### src/rtl/sample_iterator.sv
// Walks every sample position of a triangle's bounding box, one sample per cycle.
// Optional ITER_PERF_COUNT_EN adds saturating accept/sample counters on two extra ports.
module sample_iterator #(
    parameter int SIGFIG = 24,
    parameter int RADIX  = 10,
    parameter int VERTS  = 3,
    parameter int AXIS   = 3,
    parameter int COLORS = 3
) (
    input  logic                      clk,
    input  logic                      rst,
    input  logic signed [SIGFIG-1:0]  tri_R13S   [VERTS][AXIS],
    input  logic        [SIGFIG-1:0]  color_R13U [COLORS],
    input  logic signed [SIGFIG-1:0]  box_R13S   [2][2],
    input  logic                      validTri_R13H,
    input  logic        [3:0]         subSample_RnnnnU,
    output logic                      halt_RnnnnL,
    output logic signed [SIGFIG-1:0]  tri_R14S   [VERTS][AXIS],
    output logic        [SIGFIG-1:0]  color_R14U [COLORS],
    output logic signed [SIGFIG-1:0]  sample_R14S [2],
    output logic                      validSamp_R14H
`ifdef ITER_PERF_COUNT_EN
    ,
    output logic        [31:0]        triCount_RnnnnU,
    output logic        [31:0]        sampCount_RnnnnU
`endif
);

    typedef enum logic {StWait, StTest} state_e;

    localparam logic [SIGFIG-1:0] One = {{(SIGFIG-1){1'b0}}, 1'b1};

    state_e                    r_state, w_state_next;
    logic signed [SIGFIG-1:0]  r_tri    [VERTS][AXIS];
    logic        [SIGFIG-1:0]  r_color  [COLORS];
    logic signed [SIGFIG-1:0]  r_sample [2];
    logic signed [SIGFIG-1:0]  r_ll     [2];
    logic signed [SIGFIG-1:0]  r_ur     [2];
    logic        [SIGFIG-1:0]  r_step;
    logic        [SIGFIG-1:0]  w_step_in;

    // One extra bit so x+step / y+step near the positive limit cannot wrap.
    logic signed [SIGFIG:0]    w_nx, w_ny, w_urx, w_ury;
    logic                      w_x_wrap, w_last, w_empty, w_accept, w_load;

    assign w_nx  = $signed({r_sample[0][SIGFIG-1], r_sample[0]}) + $signed({1'b0, r_step});
    assign w_ny  = $signed({r_sample[1][SIGFIG-1], r_sample[1]}) + $signed({1'b0, r_step});
    assign w_urx = $signed({r_ur[0][SIGFIG-1], r_ur[0]});
    assign w_ury = $signed({r_ur[1][SIGFIG-1], r_ur[1]});

    assign w_x_wrap = (w_nx > w_urx);
    assign w_last   = w_x_wrap && (w_ny > w_ury);
    assign w_empty  = (box_R13S[0][0] > box_R13S[1][0]) || (box_R13S[0][1] > box_R13S[1][1]);

    always_comb begin
        case (subSample_RnnnnU)
            4'b1000: w_step_in = One << RADIX;
            4'b0100: w_step_in = One << (RADIX - 1);
            4'b0010: w_step_in = One << (RADIX - 2);
            4'b0001: w_step_in = One << (RADIX - 3);
            default: w_step_in = One << RADIX;
        endcase
    end

    always_comb begin
        w_state_next = r_state;
        halt_RnnnnL  = 1'b1;
        unique case (r_state)
            StWait: halt_RnnnnL = 1'b1;
            StTest: halt_RnnnnL = w_last;
            default: halt_RnnnnL = 1'b1;
        endcase
        w_accept = validTri_R13H && halt_RnnnnL;
        w_load   = w_accept && !w_empty;
        unique case (r_state)
            StWait: if (w_load) w_state_next = StTest;
            StTest: if (w_last) w_state_next = w_load ? StTest : StWait;
            default: w_state_next = StWait;
        endcase
    end

    always_ff @(posedge clk or negedge rst) begin
        if (!rst) begin
            r_state <= StWait;
            r_step  <= '0;
            for (int v = 0; v < VERTS; v++)
                for (int a = 0; a < AXIS; a++)
                    r_tri[v][a] <= '0;
            for (int c = 0; c < COLORS; c++)
                r_color[c] <= '0;
            for (int k = 0; k < 2; k++) begin
                r_sample[k] <= '0;
                r_ll[k]     <= '0;
                r_ur[k]     <= '0;
            end
        end else begin
            r_state <= w_state_next;
            if (w_load) begin
                r_tri    <= tri_R13S;
                r_color  <= color_R13U;
                r_step   <= w_step_in;
                r_ll[0]  <= box_R13S[0][0];
                r_ll[1]  <= box_R13S[0][1];
                r_ur[0]  <= box_R13S[1][0];
                r_ur[1]  <= box_R13S[1][1];
                r_sample[0] <= box_R13S[0][0];
                r_sample[1] <= box_R13S[0][1];
            end else if (r_state == StTest && !w_last) begin
                if (!w_x_wrap) begin
                    r_sample[0] <= w_nx[SIGFIG-1:0];
                end else begin
                    r_sample[0] <= r_ll[0];
                    r_sample[1] <= w_ny[SIGFIG-1:0];
                end
            end
        end
    end

    assign validSamp_R14H = (r_state == StTest);
    assign tri_R14S       = r_tri;
    assign color_R14U     = r_color;
    assign sample_R14S    = r_sample;

`ifdef ITER_PERF_COUNT_EN
    logic [31:0] r_tri_count, r_samp_count;

    always_ff @(posedge clk or negedge rst) begin
        if (!rst) begin
            r_tri_count  <= '0;
            r_samp_count <= '0;
        end else begin
            if (w_accept && r_tri_count != '1)
                r_tri_count <= r_tri_count + 32'd1;
            if (validSamp_R14H && r_samp_count != '1)
                r_samp_count <= r_samp_count + 32'd1;
        end
    end

    assign triCount_RnnnnU  = r_tri_count;
    assign sampCount_RnnnnU = r_samp_count;
`endif

endmodule

### config.mk
export PLATFORM = sky130hd
export DESIGN_NAME = sample_iterator
export DESIGN_NICKNAME = d
export VERILOG_FILES = /design/src/rtl/sample_iterator.sv
export SDC_FILE = /design/constraint.sdc
export NUM_CORES = 1
export LEC_CHECK = 0
export CORE_AREA = 5 5 284 286
export DETAILED_ROUTE_END_ITERATION = 16
export DIE_AREA = 0 0 289 291
export GPL_TIMING_DRIVEN = 0
export RECOVER_POWER = 50
export SYNTH_ARGS = -nofsm -noshare
export SYNTH_HDL_FRONTEND = slang
export SYNTH_SLANG_ARGS = --single-unit
### constraint.sdc
create_clock -name clk -period 10.3 [get_ports clk]
set_clock_uncertainty 0.15 [all_clocks]
set_input_delay 1.03 -clock clk [delete_from_list [all_inputs] [get_ports clk]]
set_output_delay 1.03 -clock clk [all_outputs]
set_load 0.01 [all_outputs]
==> results of run 1 <==
flip-flops by register name, summed over array words and instances (netlist names):
register,cells
color_R14U,72
r_ll,24
r_step,4
r_ur,48
sample_R14S,48
tri_R14S,216
validSamp_R14H,1
area by class of cell:
type | instances | area (um^2)
Tap cell | 1050 | 1314
Buffer | 70 | 474.2
Multi-Input combinational cell | 919 | 8408
Sequential cell | 413 | 10330
Inverter | 124 | 465.4
Fill cell | 7555 | 48090
Clock buffer | 74 | 1524
Antenna cell | 12 | 30.03
Timing Repair Buffer | 731 | 7318
Clock inverter | 17 | 138.9
worst register-to-register path, delay by kind of cell (launching register included):
family / cells / cell delay [ns]
multiplexers: 1 / 0.41
buffers and inverters: 3 / 0.70
adder cells (fa/ha/maj): 3 / 0.94
XOR/XNOR: 1 / 0.16
AND/OR/NAND/NOR: 6 / 1.56
AO/OA/AOI/OAI: 5 / 1.45
flip-flops: 1 / 0.44
routing by layer:
layer  up-vias  global-route usage (%)
li1       7019                       -
met3       137                   5.317
met4        14                   6.429
met2       515                   29.87
met5         -                       0
met1      7722                   21.30
per-stage QoR:
stage | std cells | TNS, ns
5_1_grt | 3407 | 0
3_3_place_gp | 3304 | -4359.73
3_5_place_dp | 3307 | 0
2_1_floorplan | 1526 | 0
6_report | 3410 | 0
4_1_cts | 3398 | 0
power by group through the flow:
stage / sequential [W] / clock (W) / combinational, W
4_1_cts: 0.00295 / 0.00185 / 0.00444
2_1_floorplan: 0.00317 / 0 / 0.00183
3_3_place_gp: 0.00294 / 0 / 0.00436
6_report: 0.00293 / 0.00178 / 0.00427
3_5_place_dp: 0.00296 / 0 / 0.00441
5_1_grt: 0.00304 / 0.00191 / 0.00458
path summary, 6_finish.rpt:
| path | start | to | depth (start not counted) | slack [ns] |
|---|---|---|---|---|
| max | r_step[7] | halt_RnnnnL | 19 | 2.57 |
| min | tri_R14S[127] | tri_R14S[127] | 1 | 0.35 |
| max reg2reg | r_step[7] | color_R14U[47] | 19 | 4.37 |
| min reg2reg | tri_R14S[127] | tri_R14S[127] | 1 | 0.35 |
| max in group asynchronous | rst | tri_R14S[70] | 2 | 3.17 |
| min in group asynchronous | rst | tri_R14S[116] | 1 | 1.96 |
cell usage in the layout, fill, tap and decap left out, types with 5 or more instances in the layout:
cell | netlist | final
nor4_1 | 5 | 5
a211oi_1 | 15 | 15
mux2i_1 | 18 | 18
nand2_1 | 36 | 36
o21a_1 | 7 | 7
mux2_2 | 223 | 223
clkbuf_16 | 0 | 52
diode_2 | 0 | 12
nor2_1 | 28 | 28
inv_1 | 123 | 123
o221ai_1 | 10 | 10
and2_1 | 20 | 20
buf_2 | 22 | 22
ha_1 | 106 | 106
xnor2_1 | 24 | 24
a21o_1 | 12 | 12
mux2_4 | 100 | 100
and3_1 | 11 | 11
o21ai_0 | 62 | 62
a21oi_1 | 52 | 52
dfrtp_1 | 413 | 413
clkinv_2 | 0 | 10
clkbuf_1 | 20 | 29
nor3_1 | 9 | 9
nor2b_1 | 6 | 6
clkdlybuf4s50_1 | 0 | 558
nand4_1 | 26 | 26
a221o_1 | 6 | 6
buf_4 | 14 | 14
xor2_1 | 7 | 7
nand3_1 | 72 | 72
clkbuf_8 | 0 | 14
buf_8 | 11 | 11
dlygate4sd3_1 | 0 | 169
logic make-up (layout without fill, tap and decap cells):
group	Yosys count	in the layout	share of synthesized area, %
adder cells (fa/ha/maj)	108	108	6.942
AND/OR/NAND/NOR	233	233	6.268
buffers and inverters	194	1016	4.774
other	0	12	0
XOR/XNOR	31	31	1.379
flip-flops	413	413	52.51
multiplexers	341	341	21.30
AO/OA/AOI/OAI	206	206	6.827
==> impl_metrics.ini, run 1 <==
[cells_and_area]
drive_gt1_share_pct = 20.02
final_util_pct = 38.42
nets = 2809
area_growth_pct = 52.46
fin_area_um2 = 30010

[critical_path]
worst-path-buf-inv = 5
crit_top_cell = buf_2
cp.required_ns = 9.12
start_kind = flip-flop
cp.arrival_ns = 6.55
path_max_fanout = 10
max_stage_delay_ns = 0.62
setup.worst_path.class = reg -> out
cp_top_family = buffers and inverters
path_cells = ha_1, fa_1, a21o_1, a21oi_1, nor2_1, and3_1, xnor2_1, ha_1, nand4_1, nor4_1, o31ai_1, nand4_1, o211ai_1, o21a_1, inv_2, buf_2, buf_2, buf_2, clkdlybuf4s50_1
crit_slowest_cell = nor4_1
end_kind = output port

[pwr]
totalPowerFinal_w = 0.008982
p_sw_share_pct = 35.85
p_leak_nw = 12.97
ir_drop_mv = 0.1459
power.switching_w = 0.003220
p_int_w = 0.005762
power_frac_clock_pct = 19.9
p_comb_share_pct = 47.5
seqPwrFrac_pct = 32.6
powerDensity_nw_per_um2 = 299.3

[sta]
relSlewSlack_pct = -214.1
layout_setup_ws_ns = 2.568
max_freq_mhz = 129.3
fin_crit_ns = 7.732
hold_violations = 0
fin_crit_sh_pct = 75.06
setup_viol_count_final = 0
slew_violations = 319
worst_pin_slew_ns = 4.712
rsz0062_at_grt = no
hold_slack_ns = 0.3464

[job]
max_cap_viol_count = 3

[yosys]
synth_most_common_cell = dfrtp_1
synth_flop_cell = dfrtp_1
synth_top_area_share_pct = 52.51
async_reset_ff_share_pct = 100.0
syn-instance-count = 1526
synthTopCellsByCount = dfrtp_1 (413), mux2_2 (223), inv_1 (123)
ys_warn_count = 0
synthTopCellsByArea = dfrtp_1 (53%), mux2_2 (13%), mux2_4 (7.6%), ha_1 (6.7%), inv_1 (2.3%)
synth_edf_count = 0
syn-cell-area_um2 = 19680
avgSynthCellArea_um2 = 12.90
synth_nets = 2025
ys_ff_latch = 413
ys_types = 64
synth_seq_area_share_pct = 52.51
yosys.area.top_type = dfrtp_1

[detailed_routing]
vias = 15410
wl_met3_mm = 5.292
wl_mm = 77.12
final_antenna_net_count = 0
topRoutingLayerUsed = met5
met2_wirelength_mm = 38.17
dr.pass1.iters = 5
drt_iter0_markers = 671
vias_per_cell = 4.518
drcViolationCount = 0
wl_met1_mm = 30.82
wl_per_cell_um = 22.62

[global_route]
grt_max_degree = 120
grt_pass1_vias = 16890
grt.total_usage_pct = 17.68
overflow = 0
antenna_found_initial = 27
grt_first_pass_wirelength_mm = 112.4

[die]
row_count = 103
die_h_um = 291
ioPinCount = 729
die_w_um = 289
fp.coreArea_um2 = 78100
start_util_pct = 25.20
die_area_um2 = 84100

[clocking]
root_buffer = clkbuf_16
cts.sinks = 413
clk_pin_slew_ns = 0.06
hold_buffers = 0
cts_setup_buffers = 0
cts_resized = 0
clockBufferDepth = 3
cts_tree = built
clk_latency_ns = 0.60
cts_max_level = 2
cts_buffers = 51

[place]
pre_cts_slack_ns = 3.215
gp_congestion = 0.8715
postPlaceCellArea_um2 = 28370
dpl.hpwl_mm = 61.46
io_buffers = 728

[outcome]
violations = max-capacitance violations, max-slew violations
status = finished with violations

[worst_hold_path]
hold_class = reg -> reg
No activity file was read; power rests on OpenSTA's default activity.
==> inputs of run 2 (changes only) <==
--- a/config.mk
+++ b/config.mk
@@ -5,9 +5,9 @@
 export SDC_FILE = /design/constraint.sdc
 export NUM_CORES = 1
 export LEC_CHECK = 0
-export CORE_AREA = 5 5 284 286
+export CORE_AREA = 5 5 279 281
 export DETAILED_ROUTE_END_ITERATION = 16
-export DIE_AREA = 0 0 289 291
+export DIE_AREA = 0 0 284 286
 export GPL_TIMING_DRIVEN = 0
 export RECOVER_POWER = 50
 export SYNTH_ARGS = -nofsm -noshare
==> constraint.sdc (replaced) <==
create_clock -name clk -period 7.56 [get_ports clk]
set_clock_uncertainty 0.15 [all_clocks]
set_input_delay 0.756 -clock clk [delete_from_list [all_inputs] [get_ports clk]]
set_output_delay 0.756 -clock clk [all_outputs]
set_load 0.01 [all_outputs]
==> run 2 against run 1 <==
  * The flow still finishes with violations (max-capacitance violations, max-slew violations)
  * Core utilization rose by 1.6 points
  * Via count increased by 0.97%
  * Critical path depth is the same
  * Combinational power is 37% higher
  * Global-route usage increased by 0.59 points
  * Sequential share of layout area fell by 0.14 points
  * Register-to-register slack got worse by 2.5 ns
  * Die area down 3.4%
  * Total power is 40% higher
  * Clock power up 51%
  * Worst hold slack gained 0.00087 ns
  * Final cell count is 2.1% lower
  * Critical path type unchanged
  * Largest cell class unchanged
  * Largest power group unchanged
==> impl_metrics.ini, run 2 (same netlist as run 1, synthesis figures left out) <==
[die]
row_count = 101
die_area_um2 = 81220
ioPinCount = 729
die_w_um = 284
start_util_pct = 26.18
fp.coreArea_um2 = 75190
die_h_um = 286

[sta]
setup_viol_count_final = 0
max_freq_mhz = 138.7
relSlewSlack_pct = -258.2
hold_slack_ns = 0.3473
fin_crit_ns = 7.210
worst_pin_slew_ns = 5.373
hold_violations = 0
slew_violations = 201
rsz0062_at_grt = no
fin_crit_sh_pct = 95.37

[cells_and_area]
drive_gt1_share_pct = 20.40
instances_no_fill = 3340
area_growth_pct = 53.07
final_cell_mix = clkdlybuf4s50_1 (559), dfrtp_1 (413), mux2_2 (223), dlygate4sd3_1 (168), inv_1 (123)
largest_register_ffs = 216
nets = 2810
layout_commonest_cell = clkdlybuf4s50_1
fin_area_um2 = 30130

[worst_hold_path]
hold_class = reg -> reg

[detailed_routing]
vias = 15560
dr.pass1.iters = 5
vias_per_cell = 4.657
wl_mm = 77.86
drcViolationCount = 0
final_antenna_net_count = 0
wl_per_cell_um = 23.31
drt_iter0_markers = 719

[clocking]
cts_buffers = 52
clk_latency_ns = 0.59
cts_setup_buffers = 0
cts_tree = built
cts.sinks = 413
root_buffer = clkbuf_16
clk_pin_slew_ns = 0.06
cts_max_level = 2
clockBufferDepth = 3
hold_buffers = 0
cts_resized = 1

[pwr]
powerDensity_nw_per_um2 = 416.6
p_leak_nw = 13.05
totalPowerFinal_w = 0.01255
ir_drop_mv = 0.2275

[outcome]
status = finished with violations
violations = max-capacitance violations, max-slew violations

[critical_path]
setup.worst_path.class = reg -> out
crit_top_cell = buf_2
cp.arrival_ns = 6.30
path_max_fanout = 10
crit_slowest_cell = clkdlybuf4s50_1
cp.required_ns = 6.65
start_kind = flip-flop
cp_top_family = buffers and inverters
max_stage_delay_ns = 0.62
end_kind = output port
path_cells = ha_1, a21o_1, a21oi_1, nor2b_1, o2111a_1, nand3_1, xnor2_1, ha_1, nand4_1, nor4_2, o31ai_1, nand4_1, o211ai_1, o21a_1, inv_2, buf_2, buf_2, buf_2, clkdlybuf4s50_1
worst-path-buf-inv = 5

[place]
dpl.hpwl_mm = 62.19
postPlaceCellArea_um2 = 28280
gp_congestion = 0.8587
io_buffers = 728
dpl.cell_count = 3235

[global_route]
grt_max_degree = 113
grt.total_usage_pct = 18.27
grt_first_pass_wirelength_mm = 112.6
overflow = 0
grt_pass1_vias = 16800
antenna_found_initial = 21

[job]
max_cap_viol_count = 2
## run 2: layout make-up
class / count / area, um^2
Fill cell: 7094 / 45060
Sequential cell: 413 / 10330
Multi-Input combinational cell: 919 / 8422
Timing Repair Buffer: 731 / 7343
Clock buffer: 68 / 1473
Tap cell: 978 / 1224
Buffer: 70 / 474.2
Inverter: 124 / 465.4
Clock inverter: 28 / 369.1
Antenna cell: 9 / 22.52
## run 2: metrics by stage
step | utilization [%] | setup WS (ns) | TNS, ns
after floorplan | - | 2.633 | 0
after global placement | 37.50 | -13.22 | -5425.48
after detailed placement | 37.61 | 0.6501 | 0
after CTS | 40.07 | 0.1736 | 0
after global routing | 40.07 | 0.02652 | 0
final | 40.07 | 0.3500 | 0
## run 2: final timing paths
check,startpoint,to,slack (ns),depth (start not counted)
setup / recovery,r_step[8],halt_RnnnnL,0.35,19
hold / removal,tri_R14S[88],tri_R14S[88],0.35,1
setup reg to reg,r_step[8],tri_R14S[23],1.89,19
hold reg to reg,tri_R14S[88],tri_R14S[88],0.35,1
max in group asynchronous,rst,sample_R14S[3],1.48,3
min in group asynchronous,rst,color_R14U[48],2.00,1
## run 2: worst register-to-register path, delay by kind of cell (launching register included)
kind                       cells  cell delay [ns]
xor gates and xnor gates       1             0.24
and+or+nand+nor                6             1.59
DFF                            1             0.49
adders and majority gates      2             0.64
buffers and inverters          3             0.70
muxes                          1             0.39
AOI/OAI and AO/OA              6             1.35
## run 2: layer usage
metal,vias to the layer above,wire (um),global-route usage [%]
met3,129,6386,6.112
met1,7858,30490,21.72
met4,16,2398,6.180
li1,7034,-,-
met2,519,38490,31.18
met5,-,90,0
## run 2: report_power, final
group | switching [W] | internal (W) | total (W)
logic | 0.00276 | 0.00311 | 0.00587
registers | 0.000685 | 0.00331 | 0.00400
clock network | 0.00103 | 0.00165 | 0.00268
total | 0.00448 | 0.00807 | 0.0126
